**src/rtl/axi_tagctrl_way_rd_issuer.sv**
```systemverilog
// Way-port read issuer: turns line-read descriptors into per-beat way requests with
// wrapping offsets, then buffers in-order responses under credits and tags the final beat.

module axi_tagctrl_way_rd_issuer_chk #(
  parameter int SetAssociativity = 8,
  parameter int BeatW            = 4
) (
  input logic                        clk,
  input logic                        rst,
  input logic                        desc_fire,
  input logic [SetAssociativity-1:0] desc_way_ind,
  input logic [BeatW-1:0]            desc_beats,
  input logic                        resp_fire,
  input logic                        tag_empty
);

  a_desc_beats_nonzero: assert property (@(posedge clk) disable iff (rst)
    desc_fire |-> (desc_beats != {BeatW{1'b0}}));

  a_desc_way_onehot: assert property (@(posedge clk) disable iff (rst)
    desc_fire |-> $onehot(desc_way_ind));

  // A response with no matching issued beat is a stale or spurious return.
  a_resp_has_tag: assert property (@(posedge clk) disable iff (rst)
    resp_fire |-> !tag_empty);

endmodule

module axi_tagctrl_way_rd_issuer #(
  parameter int         SetAssociativity = 8,
  parameter int         LineAddrWidth    = 10,
  parameter int         BeatsPerLine     = 8,
  parameter int         MaxOutstanding   = 4,
  parameter int         DataWidth        = 64,
  parameter logic [1:0] UnitId           = 2'd3
) (
  input  logic                               clk_i,
  input  logic                               rst_i,
  input  logic                               desc_valid_i,
  output logic                               desc_ready_o,
  input  logic [SetAssociativity-1:0]        desc_way_ind_i,
  input  logic [LineAddrWidth-1:0]           desc_line_i,
  input  logic [$clog2(BeatsPerLine)-1:0]    desc_offset_i,
  input  logic [$clog2(BeatsPerLine+1)-1:0]  desc_beats_i,
  output logic                               req_valid_o,
  input  logic                               req_ready_i,
  output logic [SetAssociativity-1:0]        req_way_ind_o,
  output logic [LineAddrWidth-1:0]           req_line_o,
  output logic [$clog2(BeatsPerLine)-1:0]    req_offset_o,
  output logic [1:0]                         req_unit_o,
  input  logic                               resp_valid_i,
  output logic                               resp_ready_o,
  input  logic [DataWidth-1:0]               resp_data_i,
  input  logic [1:0]                         resp_unit_i,
  output logic                               out_valid_o,
  input  logic                               out_ready_i,
  output logic [DataWidth-1:0]               out_data_o,
  output logic                               out_last_o,
  output logic                               busy_o,
  output logic                               err_o
);

  localparam int OffW  = $clog2(BeatsPerLine);
  localparam int BeatW = $clog2(BeatsPerLine + 1);
  localparam int CredW = $clog2(MaxOutstanding + 1);
  localparam int PtrW  = (MaxOutstanding > 1) ? $clog2(MaxOutstanding) : 1;

  localparam logic [0:0] ST_IDLE  = 1'b0;
  localparam logic [0:0] ST_ISSUE = 1'b1;

  localparam logic [CredW-1:0] CRED_MAX  = CredW'(MaxOutstanding);
  localparam logic [CredW-1:0] CRED_ZERO = {CredW{1'b0}};
  localparam logic [PtrW-1:0]  PTR_LAST  = PtrW'(MaxOutstanding - 1);
  localparam logic [PtrW-1:0]  PTR_ZERO  = {PtrW{1'b0}};
  localparam logic [BeatW-1:0] BEAT_ONE  = BeatW'(1);

  // FIFO depth need not be a power of two, so pointers wrap explicitly.
  function automatic logic [PtrW-1:0] ptr_inc(input logic [PtrW-1:0] ptr);
    if (ptr == PTR_LAST) begin
      ptr_inc = PTR_ZERO;
    end else begin
      ptr_inc = ptr + PtrW'(1);
    end
  endfunction

  logic                        active_r;
  logic                        desc_ready_r;
  logic                        req_valid_r;
  logic                        busy_r;
  logic                        err_r;
  logic [0:0]                  state_r;
  logic [0:0]                  state_nxt_s;
  logic [CredW-1:0]            credits_r;
  logic [CredW-1:0]            credits_nxt_s;
  logic [SetAssociativity-1:0] way_r;
  logic [LineAddrWidth-1:0]    line_r;
  logic [OffW-1:0]             offset_r;
  logic [BeatW-1:0]            remaining_r;

  logic                        tag_mem_r [MaxOutstanding];
  logic [PtrW-1:0]             tag_wr_r;
  logic [PtrW-1:0]             tag_rd_r;
  logic [CredW-1:0]            tag_cnt_r;

  logic [DataWidth-1:0]        rf_data_r [MaxOutstanding];
  logic                        rf_last_r [MaxOutstanding];
  logic [PtrW-1:0]             rf_wr_r;
  logic [PtrW-1:0]             rf_rd_r;
  logic [CredW-1:0]            rf_cnt_r;

  logic desc_fire_s;
  logic req_fire_s;
  logic resp_fire_s;
  logic resp_push_s;
  logic out_fire_s;
  logic tag_empty_s;
  logic last_beat_s;

  assign desc_ready_o  = desc_ready_r;
  assign req_valid_o   = req_valid_r;
  assign req_way_ind_o = way_r;
  assign req_line_o    = line_r;
  assign req_offset_o  = offset_r;
  assign req_unit_o    = UnitId;
  assign resp_ready_o  = active_r;
  assign busy_o        = busy_r;
  assign err_o         = err_r;
  assign out_valid_o   = (rf_cnt_r != CRED_ZERO);
  assign out_data_o    = rf_data_r[rf_rd_r];
  assign out_last_o    = out_valid_o & rf_last_r[rf_rd_r];

  assign desc_fire_s = desc_valid_i & desc_ready_r;
  assign req_fire_s  = req_valid_r & req_ready_i;
  assign resp_fire_s = resp_valid_i & active_r;
  assign out_fire_s  = out_valid_o & out_ready_i;
  assign tag_empty_s = (tag_cnt_r == CRED_ZERO);
  // Responses with no outstanding tag (e.g. stale after reset) are dropped.
  assign resp_push_s = resp_fire_s & ~tag_empty_s;
  assign last_beat_s = (remaining_r == BEAT_ONE);

  // Next state and next credit count.
  always_comb begin
    state_nxt_s   = state_r;
    credits_nxt_s = credits_r;
    case (state_r)
      ST_IDLE: begin
        if (desc_fire_s) begin
          state_nxt_s = ST_ISSUE;
        end else begin
          state_nxt_s = ST_IDLE;
        end
      end
      ST_ISSUE: begin
        if (req_fire_s && last_beat_s) begin
          state_nxt_s = ST_IDLE;
        end else begin
          state_nxt_s = ST_ISSUE;
        end
      end
      default: begin
        state_nxt_s = ST_IDLE;
      end
    endcase
    if (req_fire_s && !out_fire_s) begin
      credits_nxt_s = credits_r + CredW'(1);
    end else if (!req_fire_s && out_fire_s) begin
      credits_nxt_s = credits_r - CredW'(1);
    end else begin
      credits_nxt_s = credits_r;
    end
  end

  // Control registers; handshake outputs are registered from the next-state values.
  always_ff @(posedge clk_i or posedge rst_i) begin
    if (rst_i) begin
      active_r     <= 1'b0;
      state_r      <= ST_IDLE;
      credits_r    <= CRED_ZERO;
      desc_ready_r <= 1'b0;
      req_valid_r  <= 1'b0;
      busy_r       <= 1'b0;
      err_r        <= 1'b0;
    end else begin
      active_r     <= 1'b1;
      state_r      <= state_nxt_s;
      credits_r    <= credits_nxt_s;
      desc_ready_r <= (state_nxt_s == ST_IDLE);
      req_valid_r  <= (state_nxt_s == ST_ISSUE) && (credits_nxt_s < CRED_MAX);
      busy_r       <= (state_nxt_s != ST_IDLE) || (credits_nxt_s != CRED_ZERO);
      if (resp_fire_s && (resp_unit_i != UnitId)) begin
        err_r <= 1'b1;
      end else begin
        err_r <= err_r;
      end
    end
  end

  // Descriptor latch and per-beat offset/remaining walk.
  always_ff @(posedge clk_i or posedge rst_i) begin
    if (rst_i) begin
      way_r       <= {SetAssociativity{1'b0}};
      line_r      <= {LineAddrWidth{1'b0}};
      offset_r    <= {OffW{1'b0}};
      remaining_r <= {BeatW{1'b0}};
    end else if (desc_fire_s) begin
      way_r       <= desc_way_ind_i;
      line_r      <= desc_line_i;
      offset_r    <= desc_offset_i;
      remaining_r <= desc_beats_i;
    end else if (req_fire_s) begin
      offset_r    <= offset_r + OffW'(1);
      remaining_r <= remaining_r - BEAT_ONE;
    end else begin
      offset_r    <= offset_r;
      remaining_r <= remaining_r;
    end
  end

  // Last-tag FIFO pointers and occupancy.
  always_ff @(posedge clk_i or posedge rst_i) begin
    if (rst_i) begin
      tag_wr_r  <= PTR_ZERO;
      tag_rd_r  <= PTR_ZERO;
      tag_cnt_r <= CRED_ZERO;
    end else begin
      if (req_fire_s) begin
        tag_wr_r <= ptr_inc(tag_wr_r);
      end
      if (resp_push_s) begin
        tag_rd_r <= ptr_inc(tag_rd_r);
      end
      case ({req_fire_s, resp_push_s})
        2'b10:   tag_cnt_r <= tag_cnt_r + CredW'(1);
        2'b01:   tag_cnt_r <= tag_cnt_r - CredW'(1);
        default: tag_cnt_r <= tag_cnt_r;
      endcase
    end
  end

  // Last-tag storage; contents are only meaningful below the occupancy count.
  always_ff @(posedge clk_i) begin
    if (req_fire_s) begin
      tag_mem_r[tag_wr_r] <= last_beat_s;
    end
  end

  // Response FIFO pointers and occupancy.
  always_ff @(posedge clk_i or posedge rst_i) begin
    if (rst_i) begin
      rf_wr_r  <= PTR_ZERO;
      rf_rd_r  <= PTR_ZERO;
      rf_cnt_r <= CRED_ZERO;
    end else begin
      if (resp_push_s) begin
        rf_wr_r <= ptr_inc(rf_wr_r);
      end
      if (out_fire_s) begin
        rf_rd_r <= ptr_inc(rf_rd_r);
      end
      case ({resp_push_s, out_fire_s})
        2'b10:   rf_cnt_r <= rf_cnt_r + CredW'(1);
        2'b01:   rf_cnt_r <= rf_cnt_r - CredW'(1);
        default: rf_cnt_r <= rf_cnt_r;
      endcase
    end
  end

  // Response storage: data with the last marker taken from the tag FIFO head.
  always_ff @(posedge clk_i) begin
    if (resp_push_s) begin
      rf_data_r[rf_wr_r] <= resp_data_i;
      rf_last_r[rf_wr_r] <= tag_mem_r[tag_rd_r];
    end
  end

  axi_tagctrl_way_rd_issuer_chk #(
    .SetAssociativity(SetAssociativity),
    .BeatW           (BeatW)
  ) u_chk (
    .clk          (clk_i),
    .rst          (rst_i),
    .desc_fire    (desc_fire_s),
    .desc_way_ind (desc_way_ind_i),
    .desc_beats   (desc_beats_i),
    .resp_fire    (resp_fire_s),
    .tag_empty    (tag_empty_s)
  );

endmodule

```
**config.mk**
```make
export PLATFORM = sky130hd
export DESIGN_NAME = axi_tagctrl_way_rd_issuer
export DESIGN_NICKNAME = d
export VERILOG_FILES = /design/src/rtl/axi_tagctrl_way_rd_issuer.sv
export SDC_FILE = /design/constraint.sdc
export NUM_CORES = 1
export LEC_CHECK = 0
export BUFFER_PORTS_ARGS = -buffer_cell sky130_fd_sc_hd__buf_2
export CAP_MARGIN = 20
export CORE_MARGIN = 5
export CORE_UTILIZATION = 51
export DETAILED_ROUTE_END_ITERATION = 7
export GPL_TIMING_DRIVEN = 0
export PLACE_DENSITY_LB_ADDON = 0.12
export SYNTH_ARGS = -nofsm -noshare
export SYNTH_HDL_FRONTEND = slang
export SYNTH_HIERARCHICAL = 1
export SYNTH_SLANG_ARGS = --single-unit
```
**constraint.sdc**
```tcl
create_clock -name clk_i -period 2.65 [get_ports clk_i]
set_input_delay 0 -clock clk_i [delete_from_list [all_inputs] [get_ports clk_i]]
set_output_delay 0 -clock clk_i [all_outputs]
set_load 0.005 [all_outputs]
```
# After elaboration in Yosys (flattened, before gate mapping)
# Memory sizes are Yosys's and may differ from the RTL's.
# Index checks and enable logic that the tools add are counted.
# classes
n_reduce_logical,14
addsub,12
order_cmp,1
mux,19
n_eq_ne,10
bitwise_logic,9
# op_table
op,n
"adder 3 x 1 -> 3 bit, second input constant",4
"== test 2 bit, second input constant",6
two-way mux 3 bit,4
one-hot mux 3 bit (2 select lines),2
"subtractor 3 x 1 -> 3 bit, second input constant",3
"adder 2 x 1 -> 2 bit, second input constant",4
two-way mux 2 bit,4
two-way mux 4 bit,2
AND 1 bit,6
two-way mux 1 bit,6
nonzero test 2 bit,3
nonzero test 3 bit,2
logical AND 1 bit,5
"== test 2 x 1 -> 1 bit, second input constant",2
"== test 4 x 1 -> 1 bit, second input constant",1
"subtractor 4 x 1 -> 4 bit, second input constant",1
logical NOT 3 bit,1
"< comparator 3 bit, second input constant",1
NOT 1 bit,3
logical NOT 1 bit,2
"inequality test 2 bit, second input constant",1
one-hot mux 1 bit (2 select lines),1
logical OR 1 bit,1
# word_totals
out_inout_bits,94
mem_bits_rw,264
memories,3
inputBits,97
reg_bits,48
# mem_list
name,words,word_bits,rd,rd_ports_with_merged_regs,write_ports,line_no,rtl
rf_data_r,4,64,1,0,1,105,logic [DataWidth-1:0] rf_data_r [MaxOutstanding];
rf_last_r,4,1,1,0,1,106,logic rf_last_r [MaxOutstanding];
tag_mem_r,4,1,1,0,1,100,logic tag_mem_r [MaxOutstanding];

# Depth between registers and ports, before layout
# depth
ltp_word,7
depth_mapped,9
ltp_nobuf,8

# Least setup slack after synthesis
# OpenSTA, ideal clock, no wires.
# synth_path
path_type,register -> register
from,reg tag_cnt_r[0]
to,"mem rf_data_r[0][0], enable pin"
t_arrival_ns,2.310
stages_incl_launch_ff,4
path_buffers,0
setup_time_ns,0.430
required_ns,2.220
slack_ns,-0.090
cell_sequence,dfrtp_1 > o311ai_1 > inv_1 > and2_1
# synth_between
elab_chain_cells,5
# synth_rtl
element,line_no,rtl
"start, declared",103,logic [CredW-1:0] tag_cnt_r;
"start signal, assigned",233,2'b10: tag_cnt_r <= tag_cnt_r + CredW'(1);
"start signal, assigned",234,2'b01: tag_cnt_r <= tag_cnt_r - CredW'(1);
"start signal, assigned",235,default: tag_cnt_r <= tag_cnt_r;
logical NOT 3 bit,136,assign tag_empty_s = (tag_cnt_r == CRED_ZERO);
NOT 1 bit,138,assign resp_push_s = resp_fire_s & ~tag_empty_s;
AND 1 bit,138,
via resp_push_s,114,logic resp_push_s;
two-way mux 1 bit,270,if (resp_push_s) begin
two-way mux 1 bit (not written as such),271,rf_data_r[rf_wr_r] <= resp_data_i;
"end, declared",105,
# The timed path passes the listed nets, and every way through them passes these cells.

# Worst setup path after layout
# layout_path
from,reg rf_rd_r[0]
to,out out_data_o[44]
# layout_between
elab_chain_cells,1
# layout_rtl
element,line_no,rtl
"start, declared",108,logic [PtrW-1:0] rf_rd_r;
"start signal, assigned",258,rf_rd_r <= ptr_inc(rf_rd_r);
memory (4 x 64 bit),-,
"end, declared",57,"output logic [DataWidth-1:0] out_data_o,"
# Every way passes these cells.

==> out/results.txt <==
For the worst-skew pair, the clock arrives at the later sink with an insertion delay of 0.54 ns. For the number of antenna violations at the first check in global routing, the log shows 1. The DRC violation count after routing was 0; the number of optimization iterations in the first detailed-route pass was 4. The run gives 0 as the final number of setup-violating endpoints. Post-synthesis sequential element count: 312. The mux cell area share after synthesis is 14.4%. The routed via count is 6161.

The critical-path maximum fanout was 10; the fraction of final layout cells with drive strength greater than 1 was 39.9%. The total power per unit cell area came out at 988 nW/um2. Count of nets left with antenna violations after detail routing: 0. The area inside the core boundary was 22700 um2; the length in cells of the worst reg-to-reg path was 8. Element type at the critical path end: an output port. The number of nets in the layout was 986; the post-synthesis instance total was 545. The die is 162 um wide.

Setup repair after global routing left no endpoint under its margin. Counting distinct cell types in the post-synthesis netlist gives 41. The final standard cell area without fillers came out at 15300 um2. The run gives 0 as the count of pins over their slew limit. The cell leakage power came out at 5.69 nW. Counting every sink on the clock net gives 312. The mean routed wirelength per cell was 19.4 um; the routability-driven placement congestion ratio was 0.701.

Counting the buffers created by CTS gives 31. At the worst endpoint, the arrival time is 2.40 ns. TritonCTS built the clock tree.

Summing the areas of all compound-gate instances in the mapped netlist gives 1.55% of the synthesized area. The via count of the first global-routing pass is 6936, and the post-synthesis xor/xnor area fraction is 0.964%. The number of levels the H-tree was split into came out at 1.

The run gives 191 as the I/O pin count. The most common library cell in the layout ignoring fill and taps was sky130_fd_sc_hd__edfxtp_1. Buffer levels on the longest clock path: 3.

The flow ran to the end, and the final reports show no timing, DRC or antenna violations. The most used flip-flop cell after synthesis is sky130_fd_sc_hd__edfxtp_1. Global routing used 17.6% of the available tracks across all layers.

For this run the aggregate overflow at the end of global routing stands at 0. The share of synthesized registers carrying an async set or reset was 15.4%; the number of buffers added on ports was 188. The floorplan die area was 26300 um2; the mapped cell area was 11800 um2. The fill cell total of the finished layout is 1505. The worst setup path category is flip-flop to output port.

The number of violations reported at the end of detailed-routing iteration 0 was 283; the max-slew headroom at the worst pin was 53.4%. The synthesized netlist devotes 2.06% of its cell area to simple gates. The area growth from synthesis to layout came out at 29.6%. VDD sags by at most 0.000529 V.

The number of hold violations in the final report was 0. By area, the combinational part of the netlist is dominated by multiplexers. Adder and majority gate portion of the synthesized area: 2.23%. The clock transition at the registers of the reported paths was 0.06 ns. The mean instance size in the synthesized netlist is 21.7 um2. The tools report the count of warnings emitted by yosys as 6. The min-delay analysis places its worst path in the category primary input to flip-flop. At the pin with the least slew margin, the transition time is 0.699 ns. The first global-routing pass estimated 36.5 mm of wire. Across the run, the number of max-cap violations was 0.

Entering global routing, the biggest net connects 51 pins. The initialized floorplan defines 55 standard-cell rows. Once detailed placement completed, the half-perimeter wirelength came to 14.2 mm. For this run, the top clock speed supported by timing is 0.417 GHz. Counting instances, the worst hold path has a depth of 4.

The post-route minimum period works out to 2.40 ns. Across the routed clock network, the largest skew measured is 0.0137 ns. The number of enable flip-flop cells after synthesis is 264. For the total negative slack, the log shows 0 ns. Of the synthesized area, sequential elements account for 77.3%. After detailed routing, the number of vias per cell comes to 5.22. The startpoint type of the worst setup path was a flip-flop.

The run gives 52.0% as the initial core utilization. The tools report the instance area after placement as 13200 um2. After detailed routing, the total wire length is 22.9 mm. The chip height was 162 um.

CTS placed an instance of sky130_fd_sc_hd__clkbuf_16 at the clock tree root. The library cells used most frequently in the layout, excluding fill and tap cells, are sky130_fd_sc_hd__edfxtp_1, sky130_fd_sc_hd__buf_2, sky130_fd_sc_hd__dlygate4sd3_1. At the worst endpoint, the required time is 2.65 ns. Dividing the final minimum period by the clock period gives 90.5%.
-- synth_stat cells, drive strengths merged, types with 9 or more instances --
| master | n | area, um2 |
|---|---|---|
| mux2 | 18 | 203 |
| mux4 | 66 | 1490 |
| clkbuf | 9 | 33.8 |
| dfrtp | 48 | 1200 |
| buf | 13 | 67.6 |
| edfxtp | 264 | 7930 |
| ha | 17 | 213 |
| nand2 | 16 | 60.1 |
| inv | 18 | 70.1 |
| nor2 | 11 | 41.3 |
-- through the flow --
step | hold WS (ns) | util [%] | power (mW) | setup WS, ns | instances
after global routing | 0.0355 | 67.4 | 16.0 | 0.0369 | 1180
after floorplan | 0.0989 | - | 9.05 | 0.543 | 547
after CTS | 0.0107 | 67.3 | 15.3 | 0.00566 | 1179
after detailed placement | -0.00539 | 58.3 | 10.7 | 0.144 | 1025
after global placement | 0.209 | 57.8 | 10.5 | -0.194 | 1020
final | 0.0359 | 67.4 | 15.1 | 0.253 | 1180
-- worst max-delay path, stage by stage (launching register included) --
cell,delay [ns]
sky130_fd_sc_hd__dfrtp_1,0.34
sky130_fd_sc_hd__clkbuf_1,0.23
sky130_fd_sc_hd__clkbuf_4,0.32
sky130_fd_sc_hd__buf_4,0.28
sky130_fd_sc_hd__mux4_2,0.55
sky130_fd_sc_hd__buf_2,0.15
-- state kept, by name (all words and copies together) (netlist names), 3 cells and up --
signal,count
credits_r,3
remaining_r,4
req_line_o,10
req_offset_o,3
req_way_ind_o,8
rf_cnt_r,3
rf_data_r,256
rf_last_r,4
tag_cnt_r,3
tag_mem_r,4
-- routing by layer --
layer / vias to the layer above / part of all wire (%) / wire, um / track usage (%)
li1: 2835 / - / - / -
met1: 3110 / 40 / 9250 / 22.4
met2: 179 / 52 / 11900 / 31.3
met3: 37 / 5.5 / 1260 / 3.58
met4: 0 / 2.1 / 478 / 4.42
met5: - / 0 / 0 / 0
-- power by group --
part           total (mW)  switching [mW]  leakage, nW  internal, mW
logic                4.15            1.98         2.20          2.16
registers            6.51           0.367         2.96          6.14
clock network        4.47            1.72        0.529          2.75
-- layout make-up --
type / instances / area, um2 / share of cell area [%]
Antenna cell: 1 / 2.50 / 0.0164
Tap cell: 285 / 357 / 2.33
Multi-Input combinational cell: 194 / 2530 / 16.5
Buffer: 22 / 116 / 0.760
Sequential cell: 312 / 9130 / 59.7
Clock inverter: 15 / 204 / 1.33
Timing Repair Buffer: 290 / 2030 / 13.3
Clock buffer: 42 / 857 / 5.60
Inverter: 19 / 73.8 / 0.482
-- worst paths after layout --
check | startpoint | to | slack [ns]
worst max-delay path | rf_rd_r[0] | out_data_o[44] | 0.25
worst min-delay path | desc_valid_i | desc_ready_o | 0.04
worst max register to register | tag_cnt_r[0] | tag_cnt_r[2] | 0.44
worst min register to register | tag_cnt_r[2] | tag_cnt_r[2] | 0.50
max in group asynchronous | rst_i | req_line_o[9] | 1.58
min in group asynchronous | rst_i | req_line_o[0] | 0.57
-- repair_timing --
| action | CTS | global route |
|---|---|---|
| setup buffers | 0 | 0 |
| hold endpoints to repair | 342 | 0 |
| resized for setup | 6 | 3 |
| setup endpoints to repair | 28 | 28 |
| hold buffers | 97 | 0 |
-- kinds of logic after synthesis --
| group | Yosys count |
|---|---|
| other | 1 |
| muxes | 85 |
| adders and majority gates | 20 |
| buffers and inverters | 41 |
| DFF | 312 |
| AOI/OAI and AO/OA | 24 |
| xor gates and xnor gates | 13 |
| and+or+nand+nor | 49 |
No activity file was read; power rests on OpenSTA's default activity.
